--- src/rtl/button_tally_ctrl.sv ---
// Three-button press tally: synchronise and debounce the active-low buttons,
// count presses over a timed window into a saturating 4-bit tally, then hold it for display.
//
// state   | meaning
// IDLE    | waiting for a press; tally shows the previous result
// COLLECT | window open; per-cycle press count added with saturation
// SHOW    | tally frozen, presses discarded until the hold time expires
module button_tally_ctrl #(
    parameter int DEBOUNCE_CYCLES = 12000,
    parameter int WINDOW_CYCLES   = 12000000,
    parameter int HOLD_CYCLES     = 6000000
) (
    input  logic CLK,
    input  logic RST_N,
    input  logic PMOD1,
    input  logic PMOD2,
    input  logic PMOD3,
    output logic D1,
    output logic D2,
    output logic D3,
    output logic D4,
    output logic D5
);
    localparam int DBW = $clog2(DEBOUNCE_CYCLES + 1);
    localparam int WW  = $clog2(WINDOW_CYCLES + 1);
    localparam int HW  = $clog2(HOLD_CYCLES + 1);
    localparam logic [DBW-1:0] DB_LAST   = DBW'(DEBOUNCE_CYCLES - 1);
    localparam logic [WW-1:0]  WIN_LAST  = WW'(WINDOW_CYCLES - 1);
    localparam logic [HW-1:0]  HOLD_LAST = HW'(HOLD_CYCLES - 1);

    typedef enum logic [1:0] {IDLE, COLLECT, SHOW} state_t;

    state_t         state_q, state_d;
    logic [2:0]     pin_raw;
    logic [2:0]     sync1_q, sync2_q;
    logic [2:0]     stable_q, stable_d, stable_dly_q;
    logic [2:0]     press_q, press_d;
    logic [DBW-1:0] db_cnt_q [3];
    logic [DBW-1:0] db_cnt_d [3];
    logic [1:0]     n_inc;
    logic [4:0]     sum;
    logic [3:0]     tally_q, tally_d, tally_sat;
    logic [WW-1:0]  win_q, win_d;
    logic [HW-1:0]  hold_q, hold_d;

    assign pin_raw = {PMOD3, PMOD2, PMOD1};

    // The stable level flips on the cycle the mismatch count would reach DEBOUNCE_CYCLES.
    always_comb begin
        stable_d = stable_q;
        for (int b = 0; b < 3; b++) begin
            db_cnt_d[b] = '0;
            if (sync2_q[b] != stable_q[b]) begin
                if (db_cnt_q[b] == DB_LAST) begin
                    stable_d[b] = ~stable_q[b];
                end else begin
                    db_cnt_d[b] = db_cnt_q[b] + 1'b1;
                end
            end
        end
    end

    assign press_d = stable_dly_q & ~stable_q;

    always_ff @(posedge CLK or negedge RST_N) begin
        if (!RST_N) begin
            sync1_q      <= '1;
            sync2_q      <= '1;
            stable_q     <= '1;
            stable_dly_q <= '1;
            press_q      <= '0;
            for (int b = 0; b < 3; b++) db_cnt_q[b] <= '0;
        end else begin
            sync1_q      <= pin_raw;
            sync2_q      <= sync1_q;
            stable_q     <= stable_d;
            stable_dly_q <= stable_q;
            press_q      <= press_d;
            for (int b = 0; b < 3; b++) db_cnt_q[b] <= db_cnt_d[b];
        end
    end

    assign n_inc[0]  = ^press_q;
    assign n_inc[1]  = (press_q[0] & press_q[1]) | (press_q[0] & press_q[2]) | (press_q[1] & press_q[2]);
    assign sum       = {1'b0, tally_q} + {3'b000, n_inc};
    assign tally_sat = sum[4] ? 4'hF : sum[3:0];

    always_comb begin
        state_d = state_q;
        tally_d = tally_q;
        win_d   = win_q;
        hold_d  = hold_q;
        unique case (state_q)
            IDLE: begin
                if (n_inc != 2'd0) begin
                    tally_d = {2'b00, n_inc};
                    win_d   = WIN_LAST;
                    state_d = COLLECT;
                end
            end
            COLLECT: begin
                tally_d = tally_sat;
                if (win_q == '0) begin
                    hold_d  = HOLD_LAST;
                    state_d = SHOW;
                end else begin
                    win_d = win_q - 1'b1;
                end
            end
            SHOW: begin
                if (hold_q == '0) begin
                    state_d = IDLE;
                end else begin
                    hold_d = hold_q - 1'b1;
                end
            end
            default: state_d = IDLE;
        endcase
    end

    always_ff @(posedge CLK or negedge RST_N) begin
        if (!RST_N) begin
            state_q <= IDLE;
            tally_q <= '0;
            win_q   <= '0;
            hold_q  <= '0;
        end else begin
            state_q <= state_d;
            tally_q <= tally_d;
            win_q   <= win_d;
            hold_q  <= hold_d;
        end
    end

    assign D1 = tally_q[0];
    assign D2 = tally_q[1];
    assign D3 = tally_q[2];
    assign D4 = tally_q[3];
    assign D5 = (state_q == COLLECT);
endmodule

--- config.mk ---
export PLATFORM = sky130hd
export DESIGN_NAME = button_tally_ctrl
export DESIGN_NICKNAME = d
export VERILOG_FILES = /design/src/rtl/button_tally_ctrl.sv
export SDC_FILE = /design/constraint.sdc
export NUM_CORES = 1
export LEC_CHECK = 0
export CORE_ASPECT_RATIO = 0.6
export CORE_MARGIN = 2
export CORE_UTILIZATION = 56
export DETAILED_ROUTE_END_ITERATION = 6
export PLACE_DENSITY = 0.76
export RECOVER_POWER = 100
export SLEW_MARGIN = 20
export SYNTH_ARGS = -nofsm -noshare
export SYNTH_HDL_FRONTEND = slang
export SYNTH_SLANG_ARGS = --single-unit
export TNS_END_PERCENT = 30
--- constraint.sdc ---
create_clock -name CLK -period 2.5 [get_ports CLK]
set_input_delay 0.5 -clock CLK [delete_from_list [all_inputs] [get_ports CLK]]
set_output_delay 0.5 -clock CLK [all_outputs]
set_load 0.05 [all_outputs]
---- Word-level counts from Yosys, hierarchy flattened ----
Cells that the tools add are included.
storage, ports and cells
  bits in registers ....................... 110
  bits in latches ......................... 0
  bits in writable memories ............... 0
  memory bits (read-only) ................. 0
  output and inout port bits .............. 5
  logic and storage cells ................. 76
  memories ................................ 0
operators by class
  add/subtract/negate cells ............... 6
  multiply operators ...................... 0
  div/mod/pow operators ................... 0
  $lt $le $gt $ge ......................... 0
  eq/ne operators ......................... 13
  shifts and indexed selects .............. 0
  multiplexer cells ....................... 19
  bitwise gates (word level) .............. 10
  reductions and logical operators ........ 14
operators with widths
  cell                   count
  $mux 14                6
  $mux 24                2
  $pmux 24 s2            1
  $mux 23                2
  $pmux 23 s2            1
  $add 14x1->14 const B  3
  $eq 14x14->1 const B   3
  $logic_not 24->1       1
  $sub 24x1->24 const B  1
  $logic_not 23->1       1
  $sub 23x1->23 const B  1
  $reduce_and 3->1       3
  $mux 4                 2
  $ne 2x2->1 const B     4
  $pmux 4 s2             1
  $reduce_and 2->1       4
  $mux 2                 3
  $pmux 2 s3             1
  $reduce_bool 2->1      3
  $add 4x2->5            1
  $and 1x1->1            3
  $and 3x3->3            1
  $ne 1x1->1             3
  $not 1->1              3
  7 further kinds        8

---- Depth between registers and ports, before layout ----
Gate-level depths: netlist (run 1).
  word-level depth ........................ 6
  depth in mapped cells ................... 8

---- Least setup slack after synthesis (run 1) ----
OpenSTA, ideal clock, no wires.
  path kind ............................... register to register
  from .................................... register state_q[1]
  to ...................................... register win_q[18]
  library setup time ...................... 0.134 ns
  arrival time ............................ 2.355 ns
  setup slack ............................. 0.011 ns
  stages on the path, launching flop included .. 9
  path buffers ............................ 2
  cell sequence ........................... dfrtp_1 -> buf_6 -> nand2b_1 -> inv_1 -> clkbuf_1 -> nand4_1 -> nor4b_1 -> xnor2_1 -> nand2_1
between the ends
  longest elaborated chain between the ends .. 3
RTL lines
  element                                                                  line  source
  from (decl)                                                              33    state_t state_q, state_d;
  from (signal assigned)                                                   128   state_q <= state_d;
  $eq 2x1->1 *                                                             --
  via D5                                                                   22    output logic D5
  $ne 2x2->1 (no source line) / $reduce_bool 2->1 (equally long branches)  --
  $reduce_and 3->1 (no source line)                                        --
  to (signal assigned)                                                     130   win_q <= win_d;
  to (decl)                                                                43    logic [WW-1:0] win_q, win_d;
Mark *: on every way through the listed nets, which the timed path passes. The rest lies on a longest branch.
A chain may end at the register's enable or synchronous reset.

---- Final worst setup path (run 1) ----
  from .................................... register hold_q[15]
  to ...................................... register hold_q[15]
between the ends
  longest elaborated chain between the ends .. 3
RTL lines
  element                                                   line      source
  from (decl)                                               44        logic [HW-1:0] hold_q, hold_d;
  from (signal assigned)                                    131       hold_q <= hold_d;
  $sub 23x1->23 / $logic_not 23->1 (equally long branches)  114, 111
  $mux 23 / $ne 2x2->1 (equally long branches)              --
  $pmux 23 s2 / $reduce_and 3->1 (equally long branches)    --
Several ways; a longest one is shown, not always the timed one. The select of a mux whose other input is x is not followed.

==> results of run 1 <==
stage by stage:
step           instances  instance area [sq um]  hold slack [ps]
6_report             691                   5953            359.9
5_1_grt              691                   5953            363.6
4_1_cts              691                   5981            83.87
3_5_place_dp         675                   5660            347.0
3_3_place_gp         675                   5660            345.5
2_1_floorplan        533                   5331            204.4
worst max-delay path by stage:
stage | from | end | slack (ps) | depth (start not counted)
3_5_place_dp | hold_q[15] | hold_q[15] | 150 | 5
5_1_grt | RST_N | hold_q[16] | 20 | 2
3_3_place_gp | hold_q[15] | hold_q[15] | 210 | 5
6_report | hold_q[15] | hold_q[15] | 110 | 5
4_1_cts | hold_q[15] | hold_q[15] | 140 | 5
2_1_floorplan | state_q[1] | win_q[18] | 10 | 8
routing by layer:
layer | share of wire [%] | track usage, % | wire length (um)
met5 | 0 | 0 | 0
met4 | 0.92 | 5.484 | 99
met3 | 5.6 | 6.501 | 607
met2 | 45 | 34.50 | 4874
met1 | 48 | 33.82 | 5210
critical path, delay by kind of cell, from the launching register on:
family / cells / cell delay (ps)
flops: 1 / 420
simple gates: 5 / 1850
flip-flops by register name, indices dropped and copies added (netlist names):
register / cells
hold_q: 23
state_q: 2
db_cnt_q: 42
win_q: 24
stable_q: 3
sync1_q: 3
sync2_q: 3
press_q: 3
stable_dly_q: 3
tally_q: 4
logic make-up (layout without fill, tap and decap cells):
kind of cell	after synthesis	count (layout)	synth area share (%)
AO/OA/AOI/OAI	57	57	6.642
XOR/XNOR	56	56	9.200
adder cells (fa/ha/maj)	10	10	2.629
buffers and inverters	26	54	2.018
flip-flops	110	110	51.91
multiplexers	11	11	2.136
AND/OR/NAND/NOR	263	263	25.46
placed cells by master, fill, tap and decap left out, drive strengths merged, types with 13 or more instances in the layout:
cell type and count:
inv 16, nand4 13, or4 13, nand3 28
xnor2 27, dfrtp 98, nand2 43, nor3 24
nor4 13, a21oi 16, clkbuf 17, nor2 76
o21ai 13, buf 13, xor2 29
power by group through the flow:
stage / registers (mW) / clock network [mW] / logic (mW)
after floorplan: 1.84 / 0 / 0.0305
after global placement: 1.85 / 0 / 0.0811
after detailed placement: 1.85 / 0 / 0.0825
after CTS: 1.81 / 1.55 / 0.0827
after global routing: 1.82 / 1.63 / 0.0899
final: 1.81 / 1.51 / 0.0759
final cells by class:
class	count	share of cell area [%]
multi-input combinational	397	41.17
clock buffer	10	4.014
tap	130	2.732
clock inverter	6	1.366
inverter	11	0.6936
timing repair buffer	27	3.531
sequential	110	46.49
==> reports/metrics.yaml, run 1 <==
synth:
  syn_nets: 548
  yosys_most_used_dff: "dfrtp_1"
  yosysTopAreaCell: "dfrtp_1"
  yosysSeqAreaShare_pct: 51.91
  ys_top_cells_by_area: "dfrtp_1 (46%), dfstp_2 (5.9%), nor2_1 (5.4%)"
  synth_area_sq_um: 5331
  yosysWarnings: 0
  ys_ff_latch: 110
  synth_most_common_cell: "dfrtp_1"
  synth_edf_count: 0
  synth_top_area_share_pct: 46.00
  synth_cell_types: 46
  synthTopCellsByCount: "dfrtp_1 (98), nor2_1 (76), nand2_1 (43)"
  synthArstFlopShare_pct: 100.0
  syn_avg_cell_area_sq_um: 10.00
  netlist_instances: 533
timing:
  fmax_ghz: 0.4191
  skew_ps: 9.139
  period_share_pct: 95.45
  finalSetupTns_ps: 0
  relSlewSlack_pct: -12.82
  hold_viol: 0
  setup_slack_ps: 113.7
  rsz0062_at_grt: "false"
  maxSlewViolCount: 32
  min_period_ps: 2386
  finalSetupViolations: 0
  worst_slew_pin_slew_ps: 1692
critical_path:
  cp-start-kind: "register"
  worstPathCellList: "or4_1 > or4_1 > nand3_1 > nor3_1 > or3b_1"
  slowest_delay_ps: 650
  r2r_cells: 5
  end_kind: "register"
  cp_common_cell: "or4_1"
  worst-setup-path-type: "reg -> reg"
  crit_fanout: 8
  crit_arrival_ps: 2610
  r2r-end: "hold_q[15]"
  critPathSlowestCell: "or4_1"
  r2r_start: "hold_q[15]"
  r2r_slack_ps: 110
  cp_data_required_time_ps: 2720
cts:
  numCtsBuffers: 9
  cts_root_buf: "clkbuf_16"
  cts_resized: 0
  post_cts.repair.setup_buffers: 0
  clk_pin_slew_ps: 80
  htreeDepth: 3
  tritoncts: "done"
  ctsHoldBuffers: 0
  clock_latency_ps: 350
  numClockSinks: 110
  clock_path_buffers: 2
global_route:
  antenna_found_initial: 0
  grt_overflow: 0
  grt_pass1_wl_um: 18670
  grt_max_degree: 40
  grt_util_all_layers_pct: 23.15
  grt_pass1_vias: 3910
outcome:
  violations: "capacitance limit, slew limit"
  outcome: "finished with violations"
placed_design:
  place_ws_ps: 152.9
  numPortBuffers: 9
  dp_hpwl_um: 7604
  gp_congestion: 0.9002
power_and_ir_drop:
  p_leak_nw: 2.817
  max-vdd-ir-drop_uv: 392.5
  pwr-share-clk_pct: 44.4
  p_int_mw: 2.653
  power_frac_comb_pct: 2.2
  netSwitchingFraction_pct: 21.95
  pwr-share-seq_pct: 53.3
  total_power_mw: 3.400
  switchingPower_uw: 746.1
  power.density_nw_per_um2: 571.1
flow_run:
  maxCapViolations: 1
floorplan:
  start_util_pct: 57.81
  pin_count: 10
  placementRows: 27
  core_sq_um: 9223
  die_w_um: 130.0
  dieArea_sq_um: 10340
  fp.dieH_um: 79.58
drt:
  dr.pass1.iters: 4
  ant_nets: 0
  vias: 4051
  wire_per_inst_um: 15.62
  totalWireLength_um: 10790
  drc_errors: 0
  drt_iter0_drc: 404
  vias_per_cell: 5.863
finish:
  n_antenna_cell: 0
  seqCellArea_sq_um: 2768
  area_growth_pct: 11.66
  drive_above_1_share_pct: 8.378
  nFillCells: 725
  fin_util_pct: 64.55
  multi_input_area_sq_um: 2451
  nNetsFinal: 571
worst_hold_path:
  hold_path_end: "sync2_q[2]"
  worstHoldPathCells: 0
  hold_class: "reg -> reg"
  min_from: "sync1_q[2]"
(Power assumes the default switching activity.)
==> run 2, diff against run 1 <==
- ABC_AREA: unset -> 1
- CORE_UTILIZATION: 56 -> 57
- PLACE_DENSITY: 0.76 -> 0.77
==> run 2 against run 1 <==
Net effect: cell count grew 43%; core utilization shrank 1.3 points; area after synthesis grew 17%; the run now ends clean.
==> reports/metrics.yaml, run 2 <==
outcome:
  outcome: "finished clean"
synth:
  synth_most_common_cell: "nand2_1"
  yosysTopAreaCell: "dfrtp_1"
  yosysSeqAreaShare_pct: 44.36  # -7.5 points
  ys_ff_latch: 110  # unchanged
  yosys_most_used_dff: "dfrtp_1"
  synthArstFlopShare_pct: 100.0  # unchanged
  ys_top_cells_by_area: "dfrtp_1 (39%), nand2_1 (13%), nor2_1 (8.4%)"
  synth_cell_types: 40  # -13%
  syn_avg_cell_area_sq_um: 7.544  # -25%
  synthTopCellsByCount: "nand2_1 (217), nor2_1 (139), dfrtp_1 (98)"
  synth_top_area_share_pct: 39.31  # -6.7 points
  yosysWarnings: 0  # unchanged
  netlist_instances: 827  # +55%
  syn_nets: 842  # +54%
  synth_edf_count: 0  # unchanged
  synth_area_sq_um: 6238  # +17%
drt:
  totalWireLength_um: 13360  # +24%
  dr.pass1.iters: 5  # +1
  drc_errors: 0  # unchanged
  vias: 5395  # +33%
  wire_per_inst_um: 13.56  # -13%
  drt_iter0_drc: 441  # +9.2%
  ant_nets: 0  # unchanged
  vias_per_cell: 5.477  # -6.6%
worst_hold_path:
  hold_class: "reg -> reg"
power_and_ir_drop:
  p_leak_nw: 3.586  # +27%
  max-vdd-ir-drop_uv: 309.8  # -21%
  power.density_nw_per_um2: 504.0  # -12%
timing:
  setup_slack_ps: 311.1  # +197.4 ps
  skew_ps: 7.903  # -1.237 ps
  rsz0062_at_grt: "false"
  fmax_ghz: 0.4568  # +9.0%
  finalSetupViolations: 0  # unchanged
  relSlewSlack_pct: 46.95  # +60 points
  min_period_ps: 2189  # -197.4 ps
  worst_slew_pin_slew_ps: 795.7  # -896.5 ps
  period_share_pct: 87.56  # -7.9 points
  hold_viol: 0  # unchanged
  finalSetupTns_ps: 0  # unchanged
  maxSlewViolCount: 0  # -100%
critical_path:
  critical-path-top-delay-family: "buffers and inverters"
  cp_data_required_time_ps: 2000  # -720 ps
  cp-start-kind: "register"
  end_kind: "output port"
  worstPathCellList: "dlygate4sd3_1"
  critPathSlowestCell: "dlygate4sd3_1"
  crit_arrival_ps: 1690  # -920 ps
  crit_fanout: 4  # -4
  crit_buf_inv: 1  # +1
  slowest_delay_ps: 900  # +250 ps
  r2r_slack_ps: 350  # +240 ps
  worst-setup-path-type: "reg -> out"
finish:
  area_growth_pct: 7.361
  regMostFlops: "db_cnt_q"
  most-common-layout-cells: "nand2_1 (221), nor2_1 (140), dfrtp_1 (98)"
  drive_above_1_share_pct: 6.028  # -2.3 points
  largest_reg_flops: 42  # unchanged
  n_antenna_cell: 0  # unchanged
  reg_top3: "db_cnt_q: 42 flops, win_q: 24 flops, hold_q: 23 flops"
  nNetsFinal: 856  # +50%
  final_common_cell: "nand2_1"
  fin_util_pct: 63.21  # -1.3 points
  final_cells: 985  # +43%
global_route:
  grt_max_degree: 71  # +78%
  grt_pass1_wl_um: 23120  # +24%
  grt_overflow: 0  # unchanged
  antenna_found_initial: 0  # unchanged
  grt_util_all_layers_pct: 23.85  # +0.70 points
  grt_pass1_vias: 4883  # +25%
floorplan:
  placementRows: 29  # +7.4%
  core_sq_um: 10600  # +15%
  die_w_um: 139.1  # +7.0%
  pin_count: 10  # unchanged
  fp.dieH_um: 85.04  # +6.9%
  dieArea_sq_um: 11830  # +14%
  start_util_pct: 58.88  # +1.1 points
cts:
  post_cts.repair.setup_buffers: 0  # unchanged
  ctsHoldBuffers: 1  # +1
  cts_resized: 0  # unchanged
  clock_path_buffers: 2  # unchanged
  cts_root_buf: "clkbuf_16"
  tritoncts: "done"
  numCtsBuffers: 9  # unchanged
  clk_pin_slew_ps: 70  # about the same
  htreeDepth: 3  # unchanged
  clock_latency_ps: 360  # about the same
  numClockSinks: 110  # unchanged
placed_design:
  dpl.cell_count: 968  # +43%
  place_ws_ps: 413.5  # +260.5 ps
  gp_congestion: 0.9638  # +7.1%
  dp_hpwl_um: 9684  # +27%
  numPortBuffers: 9  # unchanged
flow_run:
  maxCapViolations: 0  # -1
## run 2: cell families (layout without fill, tap and decap cells)
group           count (synthesis)  in the layout  share of synthesized area, %
buf+inv                       104            123                         7.080
simple gates                  516            516                         36.52
compound gates                 58             58                         5.716
xor+xnor                       29             29                         4.071
flops                         110            110                         44.36
fa+ha+maj                      10             10                         2.246
## run 2: cell type report
type                    instances  area, sq um
well taps                     139        173.9
repair buffers                 15        138.9
clock inverters                 5        63.81
clock buffers                  11        242.7
flip-flops and latches        110         2768
fillers                       959         3897
inverters                      92        347.8
multi-input cells             613         2963
## run 2: path summary, 6_finish.rpt
path	to	depth (start not counted)	from
setup reg to reg	win_q[22]	7	win_q[0]
hold / removal	sync2_q[1]	0	sync1_q[1]
min in group asynchronous	db_cnt_q[30]	2	RST_N
hold reg to reg	sync2_q[1]	0	sync1_q[1]
setup / recovery	D2	1	tally_q[1]
max in group asynchronous	db_cnt_q[8]	3	RST_N
## run 2: per-layer routing
layer	up-vias	share of wire, %	track usage, %
met5	-	0	0
met4	0	0.91	5.142
met3	17	6.0	4.571
met2	151	43	36.54
met1	2557	50	35.66
li1	2670	-	-
## run 2: through the flow
stage / cell area, sq um / hold slack (ps) / power, mW
final: 6698 / 357.4 / 3.376
after global routing: 6698 / 360.1 / 3.494
after CTS: 6770 / 357.7 / 3.416
after detailed placement: 6454 / 346.8 / 1.931
after global placement: 6454 / 346.4 / 1.927
after floorplan: 6238 / 204.4 / 1.874
## run 2: power breakdown
group | switching [mW] | total (mW) | internal [mW]
combinational | 0.0586 | 0.0814 | 0.0228
sequential | 0.0132 | 1.81 | 1.80
clock | 0.666 | 1.48 | 0.816
==> run 3, diff against run 2 <==
- SKIP_CTS_REPAIR_TIMING: unset -> 1
==> results of run 3 <==
Final layout, timing and power as in run 2 (identical DEF).
Among the figures that moved: wire length of the first global-routing pass 23120 um -> 23090 um; via count of the first global-routing pass 4883 -> 4877; overall routing resource usage 23.85% -> 23.83%; met1 usage 35.66% -> 35.63%; met2 usage 36.54% -> 36.50%
